`config.mk`:
```
export PLATFORM = sky130hd
export DESIGN_NAME = spi_slave_rx
export DESIGN_NICKNAME = d
export VERILOG_FILES = /design/src/rtl/spi_slave_pkg.sv /design/src/rtl/spi_pin_sync.sv /design/src/rtl/spi_slave_rx.sv
export SDC_FILE = /design/constraint.sdc
export NUM_CORES = 1
export LEC_CHECK = 0
export BUFFER_PORTS_ARGS = -buffer_cell sky130_fd_sc_hd__buf_2
export CAP_MARGIN = 30
export CORE_MARGIN = 1.5
export CORE_UTILIZATION = 45
export CTS_CLUSTER_DIAMETER = 150
export DETAILED_ROUTE_END_ITERATION = 10
export GPL_ROUTABILITY_DRIVEN = 0
export GPL_TIMING_DRIVEN = 0
export PLACE_DENSITY = 0.63
export SYNTH_ARGS = -nofsm -noshare
export SYNTH_HDL_FRONTEND = slang
export SYNTH_SLANG_ARGS = --single-unit
```
`constraint.sdc`:
```
create_clock -name ACLK -period 2.68 [get_ports ACLK]
set_clock_uncertainty 0.15 [all_clocks]
set_input_delay 0.134 -clock ACLK [delete_from_list [all_inputs] [get_ports ACLK]]
set_output_delay 0.134 -clock ACLK [all_outputs]
set_load 0.05 [all_outputs]
```
`src/rtl/spi_slave_pkg.sv`:
```
// -----------------------------------------------------------------------------
// spi_slave_pkg
// Shared types and constants for the oversampled SPI slave receiver.
//   state_e     : receive FSM states (IDLE, SHIFT, HOLD)
//   SPI_CPOL/CPHA : SPI mode this slave implements (mode 0)
//   cnt_width() : width of a bit counter able to hold the value DATA_W
// -----------------------------------------------------------------------------
package spi_slave_pkg;

    typedef enum logic [1:0] {
        IDLE  = 2'd0,
        SHIFT = 2'd1,
        HOLD  = 2'd2
    } state_e;

    // SPI mode 0: SCLK idles low, data sampled on the rising edge.
    localparam logic SPI_CPOL = 1'b0;
    localparam logic SPI_CPHA = 1'b0;

    // Synchronisers shallower than this are not metastability-safe.
    localparam int MIN_SYNC_STAGES = 2;

    localparam int DEFAULT_DATA_W = 32;

    function automatic int cnt_width(input int data_w);
        return $clog2(data_w + 1);
    endfunction

    // Bit counter width for the default frame length.
    localparam int CNT_W = cnt_width(DEFAULT_DATA_W);

endpackage

```
`src/rtl/spi_pin_sync.sv`:
```
// -----------------------------------------------------------------------------
// spi_pin_sync
// Multi-flop synchroniser for one asynchronous SPI pin.
//   clk   : destination clock
//   rst_n : asynchronous active-low reset; all flops load RST_VAL
//   d     : asynchronous pin
//   q     : synchronised pin (STAGES cycles of latency)
// -----------------------------------------------------------------------------
module spi_pin_sync
    import spi_slave_pkg::*;
#(
    parameter int   STAGES  = 2,
    parameter logic RST_VAL = 1'b0
) (
    input  logic clk,
    input  logic rst_n,
    input  logic d,
    output logic q
);

    // Never build a chain shorter than the safe minimum.
    localparam int DEPTH = (STAGES < MIN_SYNC_STAGES) ? MIN_SYNC_STAGES : STAGES;

    logic [DEPTH-1:0] sync_q;

    always_ff @(posedge clk or negedge rst_n) begin
        if (!rst_n) begin
            sync_q <= {DEPTH{RST_VAL}};
        end else begin
            sync_q <= {sync_q[DEPTH-2:0], d};
        end
    end

    assign q = sync_q[DEPTH-1];

endmodule

```
`src/rtl/spi_slave_rx.sv`:
```
// -----------------------------------------------------------------------------
// spi_slave_rx
// Oversampled SPI mode-0 slave. All pins are synchronised into ACLK, frames of
// DATA_W bits are deserialised MSB first and offered on a valid/ready port,
// while a word captured at frame start is shifted back out on MISO.
//   ACLK, ARESETN : clock, asynchronous active-low reset
//   SS[1:0]       : active-low slave selects, bit SLAVE_ID selects this slave
//   SCLK, MOSI    : SPI clock and data from master
//   MISO          : SPI data to master (0 while deselected)
//   tx_data       : response word, captured when the frame starts
//   rx_data/rx_valid/rx_ready : received word handshake
//   frame_err     : 1-cycle pulse, frame ended short or ran long
//   overrun       : 1-cycle pulse, word completed while rx_valid was held
// -----------------------------------------------------------------------------
module spi_slave_rx
    import spi_slave_pkg::*;
#(
    parameter int DATA_W      = 32,
    parameter int SLAVE_ID    = 0,
    parameter int SYNC_STAGES = 2
) (
    input  logic              ACLK,
    input  logic              ARESETN,
    input  logic [1:0]        SS,
    input  logic              SCLK,
    input  logic              MOSI,
    output logic              MISO,
    input  logic [DATA_W-1:0] tx_data,
    output logic [DATA_W-1:0] rx_data,
    output logic              rx_valid,
    input  logic              rx_ready,
    output logic              frame_err,
    output logic              overrun
);

    localparam int          CNT_W   = cnt_width(DATA_W);
    localparam logic [1:0]  SS_MASK = 2'b01 << SLAVE_ID;
    localparam logic [CNT_W-1:0] LAST_BIT = CNT_W'(DATA_W - 1);

    // Select our SS bit through a mask so the other slave's bit has no path.
    logic ss_pin;
    assign ss_pin = ~|(~SS & SS_MASK);

    logic sel_n, sclk_s, mosi_s;

    spi_pin_sync #(.STAGES(SYNC_STAGES), .RST_VAL(1'b1)) u_sync_ss (
        .clk(ACLK), .rst_n(ARESETN), .d(ss_pin), .q(sel_n)
    );
    spi_pin_sync #(.STAGES(SYNC_STAGES), .RST_VAL(SPI_CPOL)) u_sync_sclk (
        .clk(ACLK), .rst_n(ARESETN), .d(SCLK), .q(sclk_s)
    );
    spi_pin_sync #(.STAGES(SYNC_STAGES), .RST_VAL(1'b0)) u_sync_mosi (
        .clk(ACLK), .rst_n(ARESETN), .d(MOSI), .q(mosi_s)
    );

    state_e              state_q, state_d;
    logic [CNT_W-1:0]    bit_cnt_q, bit_cnt_d;
    logic [DATA_W-1:0]   rx_shift_q, rx_shift_d;
    logic [DATA_W-1:0]   tx_shift_q, tx_shift_d;
    logic [DATA_W-1:0]   rx_data_q, rx_data_d;
    logic                rx_valid_q, rx_valid_d;
    logic                frame_err_q, frame_err_d;
    logic                overrun_q, overrun_d;
    logic                hold_err_q, hold_err_d;
    logic                sclk_dly_q, sel_dly_q;
    logic                rise_q, fall_q;

    logic                rise_d, fall_d, sel_fall, sel_rise;
    logic                word_done;
    logic [DATA_W-1:0]   rx_word;

    // SCLK edges are registered once more before use. MOSI is still stable
    // at that point because the master holds each SCLK phase >= 2 ACLKs,
    // and the extra stage gives the SYNC_STAGES+2 completion latency.
    assign rise_d   =  sclk_s & ~sclk_dly_q & ~sel_n;
    assign fall_d   = ~sclk_s &  sclk_dly_q & ~sel_n;
    assign sel_fall = ~sel_n &  sel_dly_q;
    assign sel_rise =  sel_n & ~sel_dly_q;
    assign rx_word  = {rx_shift_q[DATA_W-2:0], mosi_s};

    always_ff @(posedge ACLK or negedge ARESETN) begin
        if (!ARESETN) begin
            state_q     <= IDLE;
            bit_cnt_q   <= '0;
            rx_shift_q  <= '0;
            tx_shift_q  <= '0;
            rx_data_q   <= '0;
            rx_valid_q  <= 1'b0;
            frame_err_q <= 1'b0;
            overrun_q   <= 1'b0;
            hold_err_q  <= 1'b0;
            sclk_dly_q  <= SPI_CPOL;
            sel_dly_q   <= 1'b1;
            rise_q      <= 1'b0;
            fall_q      <= 1'b0;
        end else begin
            state_q     <= state_d;
            bit_cnt_q   <= bit_cnt_d;
            rx_shift_q  <= rx_shift_d;
            tx_shift_q  <= tx_shift_d;
            rx_data_q   <= rx_data_d;
            rx_valid_q  <= rx_valid_d;
            frame_err_q <= frame_err_d;
            overrun_q   <= overrun_d;
            hold_err_q  <= hold_err_d;
            sclk_dly_q  <= sclk_s;
            sel_dly_q   <= sel_n;
            rise_q      <= rise_d;
            fall_q      <= fall_d;
        end
    end

    always_comb begin
        state_d     = state_q;
        bit_cnt_d   = bit_cnt_q;
        rx_shift_d  = rx_shift_q;
        tx_shift_d  = tx_shift_q;
        rx_data_d   = rx_data_q;
        rx_valid_d  = rx_valid_q & ~rx_ready;
        frame_err_d = 1'b0;
        overrun_d   = 1'b0;
        hold_err_d  = hold_err_q;
        word_done   = 1'b0;

        case (state_q)
            IDLE: begin
                if (sel_fall) begin
                    tx_shift_d = tx_data;
                    rx_shift_d = '0;
                    bit_cnt_d  = '0;
                    hold_err_d = 1'b0;
                    state_d    = SHIFT;
                end
            end
            SHIFT: begin
                if (sel_rise) begin
                    // Deselect ends the frame; a partial word is an error.
                    if (bit_cnt_q != '0) begin
                        frame_err_d = 1'b1;
                    end
                    state_d = IDLE;
                end else begin
                    if (rise_q) begin
                        rx_shift_d = rx_word;
                        bit_cnt_d  = bit_cnt_q + CNT_W'(1);
                        if (bit_cnt_q == LAST_BIT) begin
                            word_done = 1'b1;
                            state_d   = HOLD;
                        end
                    end
                    if (fall_q) begin
                        tx_shift_d = tx_shift_q << 1;
                    end
                end
            end
            HOLD: begin
                if (sel_rise) begin
                    state_d = IDLE;
                end else if (rise_q && !hold_err_q) begin
                    // Report an over-long frame only once.
                    frame_err_d = 1'b1;
                    hold_err_d  = 1'b1;
                end
            end
            default: state_d = IDLE;
        endcase

        // A completed word lands if the slot is free or being emptied now.
        if (word_done) begin
            if (!rx_valid_q || rx_ready) begin
                rx_data_d  = rx_word;
                rx_valid_d = 1'b1;
            end else begin
                overrun_d = 1'b1;
            end
        end
    end

    always_comb begin
        MISO = 1'b0;
        if (!sel_n) begin
            case (state_q)
                // Present the MSB as soon as select is seen, before the load.
                IDLE:    MISO = tx_data[DATA_W-1];
                SHIFT:   MISO = tx_shift_q[DATA_W-1];
                default: MISO = 1'b0;
            endcase
        end
    end

    assign rx_data   = rx_data_q;
    assign rx_valid  = rx_valid_q;
    assign frame_err = frame_err_q;
    assign overrun   = overrun_q;

endmodule

```
==> impl_metrics.csv <==
group,metric,value,unit
logic_synthesis,ys_types,43,
floorplanning,core_area,0.0108,sq mm
place,portBuffers,73,
global_routing,grt_max_degree,97,
sta,whs,0.120,ns
worst_setup_path,critPathKind,"reg2out",
worst_setup_path,crit_required,2.40,ns
floorplanning,start_util,46.2,%
floorplanning,die_y,109,um
layout,final_common_cell,"dfrtp_1",
logic_synthesis,synth_seq_area_share,58.5,%
floorplanning,die_width,109,um
sta,layout_min_cycle_time,2.53,ns
global_routing,grt_pass1_vias,3305,
sta,finalCritPeriodShare,94.4,%
power,p_per_area,890,mW/mm^2
logic_synthesis,synth_cells,337,
outcome,outcome,"completed",
floorplanning,die_area,0.0118,sq mm
job,max-cap-violations,0,
layout,fin_nets,513,
sta,tightest_slew,0.818,ns
drt,viasPerCell,5.06,
logic_synthesis,syn_area_per_cell,14.9,sq um
sta,slew_violations,0,
logic_synthesis,synth.cell_area,0.00501,sq mm
drt,drt_pass1_iterations,6,
worst_setup_path,cpPeakStageDelay,0.37,ns
worst_setup_path,end_kind,"output port",
drt,routed_wirelength,9550,um
worst_setup_path,critPathLaunchType,"flop",
worst_setup_path,slowest_stage,"dfrtp_1",
power,p_total,5.85,mW
global_routing,grtUsageTotal,17.8,%
worst_setup_path,critPathTopFamily,"buffers and inverters",
drt,drt-initial-drc-count,186,
clock_tree,clockRootBuffer,"clkbuf_8",
sta,hold_viol_final,0,
layout,final_cell_mix,"114 x dfrtp_1, 80 x buf_2, 39 x dlygate4sd3_1",
global_routing,antenna_found_initial,0,
sta,relSlewSlack,45.3,%
hold_path,hp-class,"in2reg",
drt,route.met3.wl,509,um
drt,wl_met1,4680,um
logic_synthesis,synth_seq_cells,117,
clock_tree,clk_latency,0.51,ns
worst_setup_path,cpMostUsedCell,"buf_2",
floorplanning,fp-row-count,38,
sta,rsz0062_at_grt,"false",
worst_setup_path,worst-path-max-fanout,10,
logic_synthesis,synthArstFlopShare,100,%
drt,dr_wl_met2,4230,um
clock_tree,cts_buffers,17,
logic_synthesis,ys.flop_type,"dfrtp_1",
drt,postRouteAntennaNets,0,
sta,fmax,0.395,GHz
global_routing,grt_pass1_wl,16000,um
clock_tree,htreeDepth,4,
drt,drc,0,
logic_synthesis,ys_warn_count,0,
logic_synthesis,synth-edff-count,0,
worst_setup_path,path_cells,"inv_1, ha_1, buf_2, buf_2, a22oi_1, nor2_1, buf_2",
worst_setup_path,cp.arrival,2.25,ns
clock_tree,cts.sinks,117,
floorplanning,ios,75,
drt,vias,3145,
clock_tree,postCtsResizedCells,0,
drt,drt-wirelength-per-cell,15.4,um
worst_setup_path,reg2reg_slack,0.30,ns
global_routing,grt-ovfl-total,0,
layout,syn2layout_area_growth,31.1,%
worst_setup_path,path_buf_inv,4,
drt,top_layer,"met4",
place,post-dp-hpwl,5910,um
clock_tree,cts_buffer_depth,2,
layout,n_antenna_cell,0,
logic_synthesis,synth.net_count,381,
power,peakVddDrop,0.000501,V
clock_tree,clk_pin_slew_worst_paths,0.06,ns
clock_tree,cts_tree,"built",
layout,drive_gt1_share,39.9,%
power,leakage,3.34,nW
sta,finalSetupViolCount,0,
[cell type report]
cell class,count,area (sq um)
Clock buffer,19,442
Buffer,21,145
Sequential cell,117,2930
Tap cell,140,175
Timing Repair Buffer,113,790
Multi-Input combinational cell,192,1910
Clock inverter,12,154
Inverter,7,26.3
Fill cell,821,4270
[worst register-to-register path, delay by kind of cell (launching register included)]
kind / cells / cell delay [ns]
buf+inv: 3 / 0.85
mux: 2 / 0.67
flops: 1 / 0.37
fa+ha+maj: 1 / 0.22
[power breakdown]
group          leakage [nW]  switching (mW)  internal, mW  total (mW)
combinational          1.50           0.545         0.832        1.38
clock                 0.286           0.792          1.46        2.25
sequential             1.55           0.164          2.05        2.22
total                  3.34            1.50          4.35        5.85
[worst paths after layout]
path,from,cells after the start,endpoint
hold / removal,SCLK,2,u_sync_sclk.sync_q[0]$_DFF_PN0_
setup / recovery,state_q[1]$_DFFE_PN0P_,7,MISO
max in group asynchronous,ARESETN,4,rx_shift_q[4]$_DFFE_PN0P_
setup reg to reg,state_q[1]$_DFFE_PN0P_,6,tx_shift_q[8]$_DFFE_PN0P_
hold reg to reg,u_sync_mosi.sync_q[0]$_DFF_PN0_,0,u_sync_mosi.sync_q[1]$_DFF_PN0_
min in group asynchronous,ARESETN,3,sel_dly_q$_DFF_PN1_
[synth_stat cells, drive strengths merged (2+ instances only)]
cell	instances	share of area [%]
and3	2	0.25
mux2	95	24
o21ai	4	0.40
nor2	6	0.50
o211ai	3	0.55
inv	7	0.52
clkbuf	2	0.15
buf	19	2.7
nand2	6	0.45
nor3b	2	0.30
nand4	2	0.25
dfrtp	114	57
dfstp	3	1.6
a22o	32	5.6
o22ai	2	0.25
nand3	6	0.60
nor2b	2	0.25
and2	2	0.25
nand2b	4	0.50
o211a	2	0.40
ha	5	1.2
a21oi	2	0.20
or4	2	0.30
[sequential cells by signal, summed over array words and instances (netlist names)]
signal              flops
rx_data                32
tx_shift_q             32
rx_shift_q             31
bit_cnt_q               6
state_q                 2
u_sync_mosi.sync_q      2
u_sync_sclk.sync_q      2
u_sync_ss.sync_q        2
fall_q                  1
frame_err               1
hold_err_q              1
overrun                 1
rise_q                  1
rx_valid                1
sclk_dly_q              1
sel_dly_q               1
[logic make-up (layout without fill, tap and decap cells)]
group           Yosys count  count (layout)  synth area share, %
simple gates             39              39                 4.42
flops                   117             117                 58.5
fa+ha+maj                 5               5                 1.25
compound gates           53              53                 8.87
buf+inv                  28             172                 3.42
mux                      95              95                 23.5
[through the flow]
step                      setup TNS (ns)  cell area (sq um)  cells  utilization, %  worst slack, ns
after CTS                              0               6570    621            60.6            0.121
final                                  0               6570    621            60.6            0.149
after global placement             -8.73               5550    550            51.2          -0.0830
after floorplan                        0               5010    337               -            0.600
after global routing                   0               6570    621            60.6           0.0364
after detailed placement               0               5580    551            51.5            0.297
[routing by layer]
layer | global-route usage (%) | vias to the layer above
li1 | - | 1498
met5 | 0 | -
met2 | 27.1 | 88
met4 | 6.67 | 0
met3 | 6.09 | 16
met1 | 23.5 | 1543
[repair_timing]
item	4_1_cts	5_1_grt
setup endpoints to repair	0	0
buffers inserted	0	0
hold endpoints to repair	154	0
hold buffers	39	0
Note: power is estimated with default switching activity, not from simulation.
